[src/rtl/pipe_ctrl.sv]
// Pipeline sequencing controller: merges stage stall requests, turns MEM-stage
// exceptions and stall-watchdog expiry into a pipeline flush with a redirect
// PC, and keeps saturating stall/flush performance counters.
module pipe_ctrl #(
  parameter logic [31:0] EXC_VECTOR  = 32'h0000_0020,
  parameter logic [31:0] WDOG_VECTOR = 32'h0000_0040,
  parameter logic [15:0] WDOG_LIMIT  = 16'd1024
) (
  input  logic        clk,
  input  logic        rst_n,
  input  logic        stallreq_id,
  input  logic        stallreq_ex,
  input  logic        stallreq_mem,
  input  logic [31:0] excepttype_i,
  input  logic [31:0] cp0_epc_i,
  input  logic        clr_cnt,
  output logic [5:0]  stall,
  output logic        flush,
  output logic [31:0] new_pc,
  output logic        wdog_err,
  output logic [31:0] stall_cycles,
  output logic [15:0] flush_count
);

  localparam logic [31:0] ExcEret = 32'h0000_000e;

  typedef enum logic [0:0] {StRun, StRecover} state_e;

  state_e      state_q, state_d;
  logic [15:0] wdog_cnt_q, wdog_cnt_d;

  logic [5:0]  merged;
  logic        exc;
  logic        in_run;
  logic        wdog_hit;
  logic        flush_int;

  // Stall merge, exception/watchdog decode and next-state logic.
  always_comb begin
    merged = 6'b000000;
    if (stallreq_mem) begin
      merged = 6'b011111;
    end else if (stallreq_ex) begin
      merged = 6'b001111;
    end else if (stallreq_id) begin
      merged = 6'b000111;
    end

    exc       = |excepttype_i;
    in_run    = (state_q == StRun);
    // Expiry fires on the WDOG_LIMIT-th consecutive stalled cycle; an exception wins.
    wdog_hit  = in_run && (WDOG_LIMIT != 16'd0) && (merged != 6'b000000) && !exc &&
                (wdog_cnt_q == WDOG_LIMIT - 16'd1);
    flush_int = in_run && (exc || wdog_hit);

    state_d = flush_int ? StRecover : StRun;

    if (in_run && (merged != 6'b000000) && !flush_int) begin
      wdog_cnt_d = wdog_cnt_q + 16'd1;
    end else begin
      wdog_cnt_d = 16'd0;
    end
  end

  // Combinational outputs, forced quiet while reset is asserted.
  always_comb begin
    stall    = 6'b000000;
    flush    = 1'b0;
    new_pc   = 32'h0000_0000;
    wdog_err = 1'b0;
    if (rst_n) begin
      flush    = flush_int;
      wdog_err = wdog_hit;
      if (in_run && !flush_int) begin
        stall = merged;
      end
      if (flush_int) begin
        if (exc) begin
          new_pc = (excepttype_i == ExcEret) ? cp0_epc_i : EXC_VECTOR;
        end else begin
          new_pc = WDOG_VECTOR;
        end
      end
    end
  end

  // FSM state and watchdog counter.
  always_ff @(posedge clk or negedge rst_n) begin
    if (!rst_n) begin
      state_q    <= StRun;
      wdog_cnt_q <= 16'd0;
    end else begin
      state_q    <= state_d;
      wdog_cnt_q <= wdog_cnt_d;
    end
  end

  logic [31:0] stall_cycles_q;
  logic [15:0] flush_count_q;

  // Saturating performance counters; clear has priority over increment.
  always_ff @(posedge clk or negedge rst_n) begin
    if (!rst_n) begin
      stall_cycles_q <= 32'd0;
      flush_count_q  <= 16'd0;
    end else if (clr_cnt) begin
      stall_cycles_q <= 32'd0;
      flush_count_q  <= 16'd0;
    end else begin
      if ((stall != 6'b000000) && (stall_cycles_q != 32'hFFFF_FFFF)) begin
        stall_cycles_q <= stall_cycles_q + 32'd1;
      end
      if (flush && (flush_count_q != 16'hFFFF)) begin
        flush_count_q <= flush_count_q + 16'd1;
      end
    end
  end

  assign stall_cycles = stall_cycles_q;
  assign flush_count  = flush_count_q;

endmodule

[config.mk]
export PLATFORM = sky130hd
export DESIGN_NAME = pipe_ctrl
export DESIGN_NICKNAME = d
export VERILOG_FILES = /design/src/rtl/pipe_ctrl.sv
export SDC_FILE = /design/constraint.sdc
export NUM_CORES = 1
export LEC_CHECK = 0
export ABC_AREA = 0
export CAP_MARGIN = 15
export CORE_MARGIN = 1
export CORE_UTILIZATION = 55
export DETAILED_ROUTE_END_ITERATION = 16
export DONT_BUFFER_PORTS = 1
export PLACE_DENSITY = 0.67
export SKIP_LAST_GASP = 1
export SYNTH_ARGS = -nofsm -noshare
export SYNTH_HDL_FRONTEND = slang
export SYNTH_SLANG_ARGS = --single-unit
[constraint.sdc]
create_clock -name clk -period 4.75 [get_ports clk]
set_input_delay 0.95 -clock clk [delete_from_list [all_inputs] [get_ports clk]]
set_output_delay 0.95 -clock clk [all_outputs]
set_load 0.01 [all_outputs]
### After elaboration in Yosys (flattened, before gate mapping)

Index checks and enable logic that the tools add are counted.

* word-level logic and storage cells: 45
* input bits: 70
* register bits after elaboration: 65
* output and inout port bits: 88

* muxes and demuxes: 17
* add/subtract/negate cells: 3
* equality and inequality tests: 4
* reductions and logical operators: 16
* bitwise logic cells: 1

Operators with widths (count)
* $mux 32: 6
* $mux 16: 3
* $add 16x1->16 const B: 2
* $add 32x1->32 const B: 1
* $eq 32x4->1 const B: 1
* $ne 32x32->1 const B: 1
* $reduce_or 32->1: 1
* $mux 6: 4
* $eq 16x10->1 const B: 1
* $ne 16x16->1 const B: 1
* $reduce_bool 6->1: 2
* $logic_and 1x1->1: 8
* $reduce_bool 2->1: 2
* $mux 1: 3
* $mux 3: 1
* $logic_not 1->1: 2
* $logic_or 1x1->1: 1
* $not 1->1: 1

### Logic depth before layout (Yosys ltp)

Gate-level depths: netlist of run 1.

* depth after elaboration: 17
* mapped depth: 9
* gate-level depth less buffers: 8

### Worst setup path after synthesis of run 1

OpenSTA, ideal clock, no wires.

* kind: input port to output port
* start: in excepttype_i[0]
* end: out wdog_err
* cell stages on the path: 5
* setup slack: 1.355 ns
* data required time: 3.800 ns
* data arrival time: 2.445 ns
* cells stage by stage: nor4_1 -> nand4_1 -> nor3_4 -> clkbuf_1 -> nor4bb_1

* cells in the longest elaborated chain, start to end: 5

Ends and longest elaborated chain
* from (decl): line 14 `input logic [31:0] excepttype_i,`
* $reduce_or 32->1: line 49 `exc = |excepttype_i;`
* $logic_not 1->1: line 52 `wdog_hit = in_run && (WDOG_LIMIT != 16'd0) && (merged != 6'b000000) && !exc &&`
* $logic_and 1x1->1 (2 in series): line 52
* $mux 1: line 71 `if (rst_n) begin`
* to (decl): line 20 `output logic wdog_err,`

Every way passes these cells.

### Worst setup path in the final report of run 1

* start: reg wdog_cnt_q[0]
* end: out flush

* cells in the longest elaborated chain, start to end: 5

Ends and longest elaborated chain
* from (decl): line 30 `logic [15:0] wdog_cnt_q, wdog_cnt_d;`
* from (signal assigned): line 94 `wdog_cnt_q <= wdog_cnt_d;`
* $eq 16x10->1: line 53 `(wdog_cnt_q == WDOG_LIMIT - 16'd1);`
* $logic_and 1x1->1: line 52
* $logic_or 1x1->1: line 54 `flush_int = in_run && (exc || wdog_hit);`
* $logic_and 1x1->1: line 54
* $mux 1: line 71
* to (decl): line 18 `output logic flush,`

Every way passes these cells.

==> flow_metrics.py, run 1 <==
metrics = {
    "synthesis": {
        "seq_area_frac_synth_pct": 41.69,
        "synthCells": 446,
        "synth_fp_nets": 519,
        "synth_area_leaders": "dfrtp_1 (42%), and2_1 (5.8%), nor2_1 (4.9%), xnor2_1 (3.8%), nand4_1 (3.7%)",
        "yosys_warnings": 0,
        "ys.flop_type": "dfrtp_1",
        "synth_edf_count": 0,
        "ys_ff_latch": 65,
        "netlist_area_um2": 3901,
        "yosys.area.top_type": "dfrtp_1",
        "async_reset_ff_share_pct": 100.0,
        "syn_avg_cell_area_um2": 8.747,
        "synth_top_area_share_pct": 41.69,
        "synthDistinctLibCells": 53,
    },
    "critical_path": {
        "cp_max_fo": 14,
        "critPathMaxStageDelay_ps": 550,
        "reg2reg_from": "wdog_cnt_q[0]",
        "cp_cell_sequence": "ha_1 > nand4_1 > nor3_1 > nand3b_1 > and2_1 > nor2_1",
        "reg2reg_slack_ps": 1440,
        "r2r_cells": 7,
        "end_kind": "output pin",
        "worstSetupPathType": "reg -> out",
        "arrival_ps": 2820,
        "cp-start-kind": "flop",
        "crit_required_ps": 3800,
        "r2r-end": "stall_cycles[20]",
        "crit_slowest_cell": "nand3b_1",
    },
    "clock_network": {
        "htreeDepth": 3,
        "clkTransAtPathRegs_ps": 70,
        "cts.path.max_buffers": 2,
        "cts_buffers": 9,
        "root_buffer": "clkbuf_8",
        "cts_sinks": 65,
        "tritoncts": "done",
        "clock_latency_ps": 340,
        "cts_resized": 0,
        "ctsHoldBuffers": 0,
        "cts_setup_buffers": 0,
    },
    "timing": {
        "period_minus_slack_ps": 3771,
        "max_slew_margin_pct": 44.49,
        "final-hold-violation-count": 0,
        "fmax_ghz": 0.2652,
        "fin_setup_tns_ps": 0,
        "rsz0062_at_grt": "false",
        "post-route-period-util_pct": 79.38,
        "worst_pin_slew_ps": 826.3,
        "skew_ps": 9.185,
        "final-max-slew-violation-count": 0,
        "setup_viol": 0,
    },
    "drt": {
        "drc": 0,
        "first_iter_violations": 199,
        "routed_via_density": 6.251,
        "dr_total_vias": 3382,
        "routedWlPerCell_um": 18.35,
        "antenna_left": 0,
        "dr.pass1.iters": 4,
        "wl_mm": 9.929,
    },
    "floorplanning": {
        "io_pins": 158,
        "num_rows": 30,
        "initial_utilization_pct": 57.11,
        "die_y_um": 86.22,
        "die_w_um": 86.22,
        "die_area_um2": 7434,
        "core_area_um2": 6832,
    },
    "global_routing": {
        "grt_first_pass_wirelength_mm": 14.72,
        "met3_usage_pct": 4.667,
        "grt.overflow.total": 0,
        "met2_usage_pct": 41.56,
        "grt_use_met1_pct": 33.83,
        "grt_pass1_vias": 2953,
        "grt_start_max_net_pins": 69,
        "antenna_found_initial": 4,
        "gr-max-usage-layer": "met2",
        "grtUsageTotal_pct": 26.16,
    },
    "final_layout": {
        "layout_commonest_cell": "dfrtp_1",
        "multi_input_area_um2": 2137,
        "fillers": 625,
        "final_layout_size_suffix_gt1_share_pct": 4.535,
        "areaGrowthSynthToFinish_pct": 6.190,
        "nets": 509,
        "mostFrequentLayoutCells": "dfrtp_1 (65), nor2_1 (51), and2_1 (36)",
        "regArea_um2": 1627,
        "fin_cells": 541,
    },
    "flow_run": {
        "maxCapViolCount": 0,
    },
    "place": {
        "place.gp.congestion": 0.8681,
        "io_buffers": 0,
        "dpl.cell_count": 521,
        "dp_hpwl_mm": 7.022,
    },
    "pwr": {
        "p_per_area_nw_per_um2": 256.2,
        "irDropWorstVdd_uv": 151.1,
        "p_leak_nw": 1.627,
    },
    "outcome": {
        "status": "completed",
    },
    "min_path": {
        "hold_class": "in -> async",
    },
}
final cells by class:
cell class	instances	area share [%]
Antenna cell	4	0.2416
Tap cell	96	2.899
Clock buffer	14	4.168
Timing Repair Buffer	2	0.3624
Multi-Input combinational cell	351	51.59
Inverter	7	0.6342
Clock inverter	2	0.8457
Sequential cell	65	39.26
flip-flops by register name (all words and copies together), names as in the netlist:
register and flops:
stall_cycles 32, flush_count 16, wdog_cnt_q 16, state_q 1
critical path: cells and delay by family (launching register included):
family	cells	cell delay [ps]
AND/OR/NAND/NOR	5	1860
flip-flops	1	390
adder cells (fa/ha/maj)	1	240
Yosys cell counts (all sizes together), types with 2 or more instances:
cell	instances
dfrtp	65
nor2	51
and2	36
nand3	29
a21oi	28
nand2	23
nand4	23
or3	20
o21ai	18
xnor2	17
clkbuf	15
and3	12
nor3	12
nor4	11
xor2	11
and4	10
buf	8
inv	7
or4	7
o21a	6
a211oi	4
ha	3
o31a	3
a31oi	2
a41o	2
mux2i	2
nor2b	2
o31ai	2
cells by family after synthesis:
family          Yosys count  synth area share (%)
buf+inv                  30                 3.528
fa+ha+maj                 3                0.9623
xor+xnor                 28                 6.286
other cells               1               0.09612
flops                    65                 41.69
compound gates           74                 11.80
simple gates            242                 34.83
mux                       3                0.8018
report_power, final:
group	internal, W	leakage [nW]	switching [W]
clock	0.000285	0.107	0.000208
sequential	0.000554	0.909	0.00000114
combinational	0.00000515	0.612	0.00000803
stage by stage:
step                setup WS [ps]  util (%)  instance area [µm²]  total power, W  hold WS (ps)
floorplan                    1355         -                 3901       0.0005817         455.3
global placement             1091     57.45                 3925       0.0005791         479.8
detailed placement           1036     57.45                 3925       0.0005790         483.2
CTS                         996.3     60.49                 4133        0.001072         280.4
global route                671.5     60.64                 4143        0.001100         275.2
finish                      979.2     60.64                 4143        0.001061         293.8
worst max-delay path by stage:
stage                                from                to  slack (ps)
after global placement    excepttype_i[0]  stall_cycles[27]        1090
final                       wdog_cnt_q[0]             flush         980
after CTS                   wdog_cnt_q[0]             flush        1000
after floorplan           excepttype_i[0]          wdog_err        1350
after global routing        wdog_cnt_q[0]             flush         670
after detailed placement  excepttype_i[0]  stall_cycles[27]        1040
per-layer routing:
| metal | wire length [µm] | share of wire [%] |
|---|---|---|
| met1 | 4298 | 43 |
| met2 | 4816 | 49 |
| met3 | 480 | 4.8 |
| met4 | 333 | 3.4 |
| met5 | 0 | 0 |
(Power assumes the default switching activity.)
==> run 2, diff against run 1 <==
==> constraint.sdc (replaced) <==
create_clock -name clk -period 3.9 [get_ports clk]
set_input_delay 0.78 -clock clk [delete_from_list [all_inputs] [get_ports clk]]
set_output_delay 0.78 -clock clk [all_outputs]
set_load 0.01 [all_outputs]
==> flow_metrics.py, run 2 (synthesis results as in run 1) <==
metrics = {
    "outcome": {
        "status": "completed",
    },
    "final_layout": {
        "nets": 512,
        "final_layout_size_suffix_gt1_share_pct": 4.955,
        "layout_commonest_cell": "dfrtp_1",
        "largest_reg_flops": 32,
        "mostFrequentLayoutCells": "dfrtp_1 (65), nor2_1 (51), and2_1 (36)",
        "postLayoutCoreUtil_pct": 60.70,
        "areaGrowthSynthToFinish_pct": 6.286,
    },
    "critical_path": {
        "cp.depth": 7,
        "cp_top_family": "simple AND/OR/NAND/NOR gates",
        "r2r_cells": 8,
        "cp_cell_sequence": "ha_1 > nand4_1 > nor3_1 > nand3b_1 > buf_4 > and2_1 > nor2_1",
        "critPathMaxStageDelay_ps": 540,
        "crit_required_ps": 3120,
        "cp-start-kind": "flop",
        "worstSetupPathType": "reg -> out",
        "crit_slowest_cell": "nor3_1",
        "arrival_ps": 2470,
        "cp_max_fo": 14,
        "end_kind": "output pin",
        "path_buf_inv": 1,
    },
    "drt": {
        "routedWlPerCell_um": 18.37,
        "dr.pass1.iters": 5,
        "drc": 0,
        "wl_mm": 9.992,
        "first_iter_violations": 272,
        "antenna_left": 0,
        "routed_via_density": 6.259,
        "dr_total_vias": 3405,
    },
    "floorplanning": {
        "io_pins": 158,
        "die_area_um2": 7434,
        "die_w_um": 86.22,
        "die_y_um": 86.22,
        "initial_utilization_pct": 57.11,
        "core_area_um2": 6832,
        "num_rows": 30,
    },
    "clock_network": {
        "clock_latency_ps": 340,
        "cts_resized": 0,
        "cts_setup_buffers": 0,
        "cts_buffers": 9,
        "cts_sinks": 65,
        "cts.path.max_buffers": 2,
        "clkTransAtPathRegs_ps": 70,
        "root_buffer": "clkbuf_8",
        "ctsHoldBuffers": 0,
        "htreeDepth": 3,
        "tritoncts": "done",
    },
    "pwr": {
        "switchingPower_w": 0.0002644,
        "clkPwrFrac_pct": 44.9,
        "p_leak_nw": 1.631,
        "p_per_area_nw_per_um2": 303.1,
        "p_seq_share_pct": 53.8,
        "p_int_w": 0.0009926,
        "irDropWorstVdd_uv": 186.9,
        "switching_share_pct": 21.03,
        "combPwrFrac_pct": 1.3,
    },
    "timing": {
        "final-max-slew-violation-count": 0,
        "period_minus_slack_ps": 3245,
        "fmax_ghz": 0.3081,
        "post-route-period-util_pct": 83.22,
        "rsz0062_at_grt": "false",
        "max_slew_margin_pct": 43.56,
        "final-hold-violation-count": 0,
        "worst_pin_slew_ps": 840.1,
        "fin_setup_tns_ps": 0,
        "setup_viol": 0,
        "skew_ps": 9.901,
    },
    "flow_run": {
        "maxCapViolCount": 0,
    },
    "place": {
        "dp_hpwl_mm": 7.188,
        "io_buffers": 0,
        "place.gp.congestion": 0.8627,
    },
    "global_routing": {
        "met3_usage_pct": 5.905,
        "met2_usage_pct": 44.08,
        "grt_pass1_vias": 3014,
        "grt_start_max_net_pins": 69,
        "antenna_found_initial": 4,
        "grt_use_met1_pct": 34.12,
        "gr-max-usage-layer": "met2",
        "grt.overflow.total": 0,
        "grt_first_pass_wirelength_mm": 15.22,
        "grtUsageTotal_pct": 27.03,
    },
    "min_path": {
        "hold_class": "in -> async",
    },
}
run 2: worst reg2reg max path: cells and delay by family, from the launching register on:
kind                       cells  cell delay (ps)
muxes                          1              220
DFF                            1              520
buffers and inverters          1              270
and+or+nand+nor                5             1450
adders and majority gates      1              250
run 2: power groups by stage:
stage | combinational, W | clock [W] | sequential [W]
4_1_cts | 0.0000161 | 0.000580 | 0.000676
3_3_place_gp | 0.0000159 | 0 | 0.000689
2_1_floorplan | 0.0000196 | 0 | 0.000689
5_1_grt | 0.0000178 | 0.000614 | 0.000676
3_5_place_dp | 0.0000161 | 0 | 0.000689
6_report | 0.0000161 | 0.000565 | 0.000676
run 2: per-stage QoR:
| step | setup WS [ps] | instance area, µm² | cells | total power, W | hold WS [ps] |
|---|---|---|---|---|---|
| floorplan | 844.7 | 3901 | 446 | 0.0007084 | 455.3 |
| global placement | 777.3 | 3948 | 524 | 0.0007050 | 482.1 |
| detailed placement | 717.2 | 3948 | 524 | 0.0007052 | 485.6 |
| CTS | 620.0 | 4136 | 540 | 0.001272 | 113.4 |
| global route | 456.2 | 4146 | 544 | 0.001307 | 97.74 |
| finish | 654.5 | 4146 | 544 | 0.001257 | 125.4 |
run 2: worst paths after layout:
kind                            slack [ps]       startpoint          endpoint
worst max-delay path                   650    wdog_cnt_q[0]             flush
worst min-delay path                   130            rst_n  stall_cycles[10]
worst max register to register        1100  stall_cycles[0]   stall_cycles[1]
worst min register to register         490    wdog_cnt_q[0]     wdog_cnt_q[0]
max in group asynchronous             3650            rst_n  stall_cycles[26]
min in group clk                       490    wdog_cnt_q[0]     wdog_cnt_q[0]
run 2: area by class of cell:
class / count / area (µm²)
diodes: 4 / 10.01
clock buffers: 13 / 148.9
clock inverters: 3 / 40.04
fillers: 619 / 2685
inverters: 7 / 26.28
multi-input cells: 351 / 2137
flip-flops and latches: 65 / 1627
well taps: 96 / 120.1
repair buffers: 5 / 37.54
run 2: layer usage:
metal,routed length (µm),up-vias
met1,3969,1616
met5,0,-
li1,-,1619
met2,5082,152
met3,656,18
met4,283,0
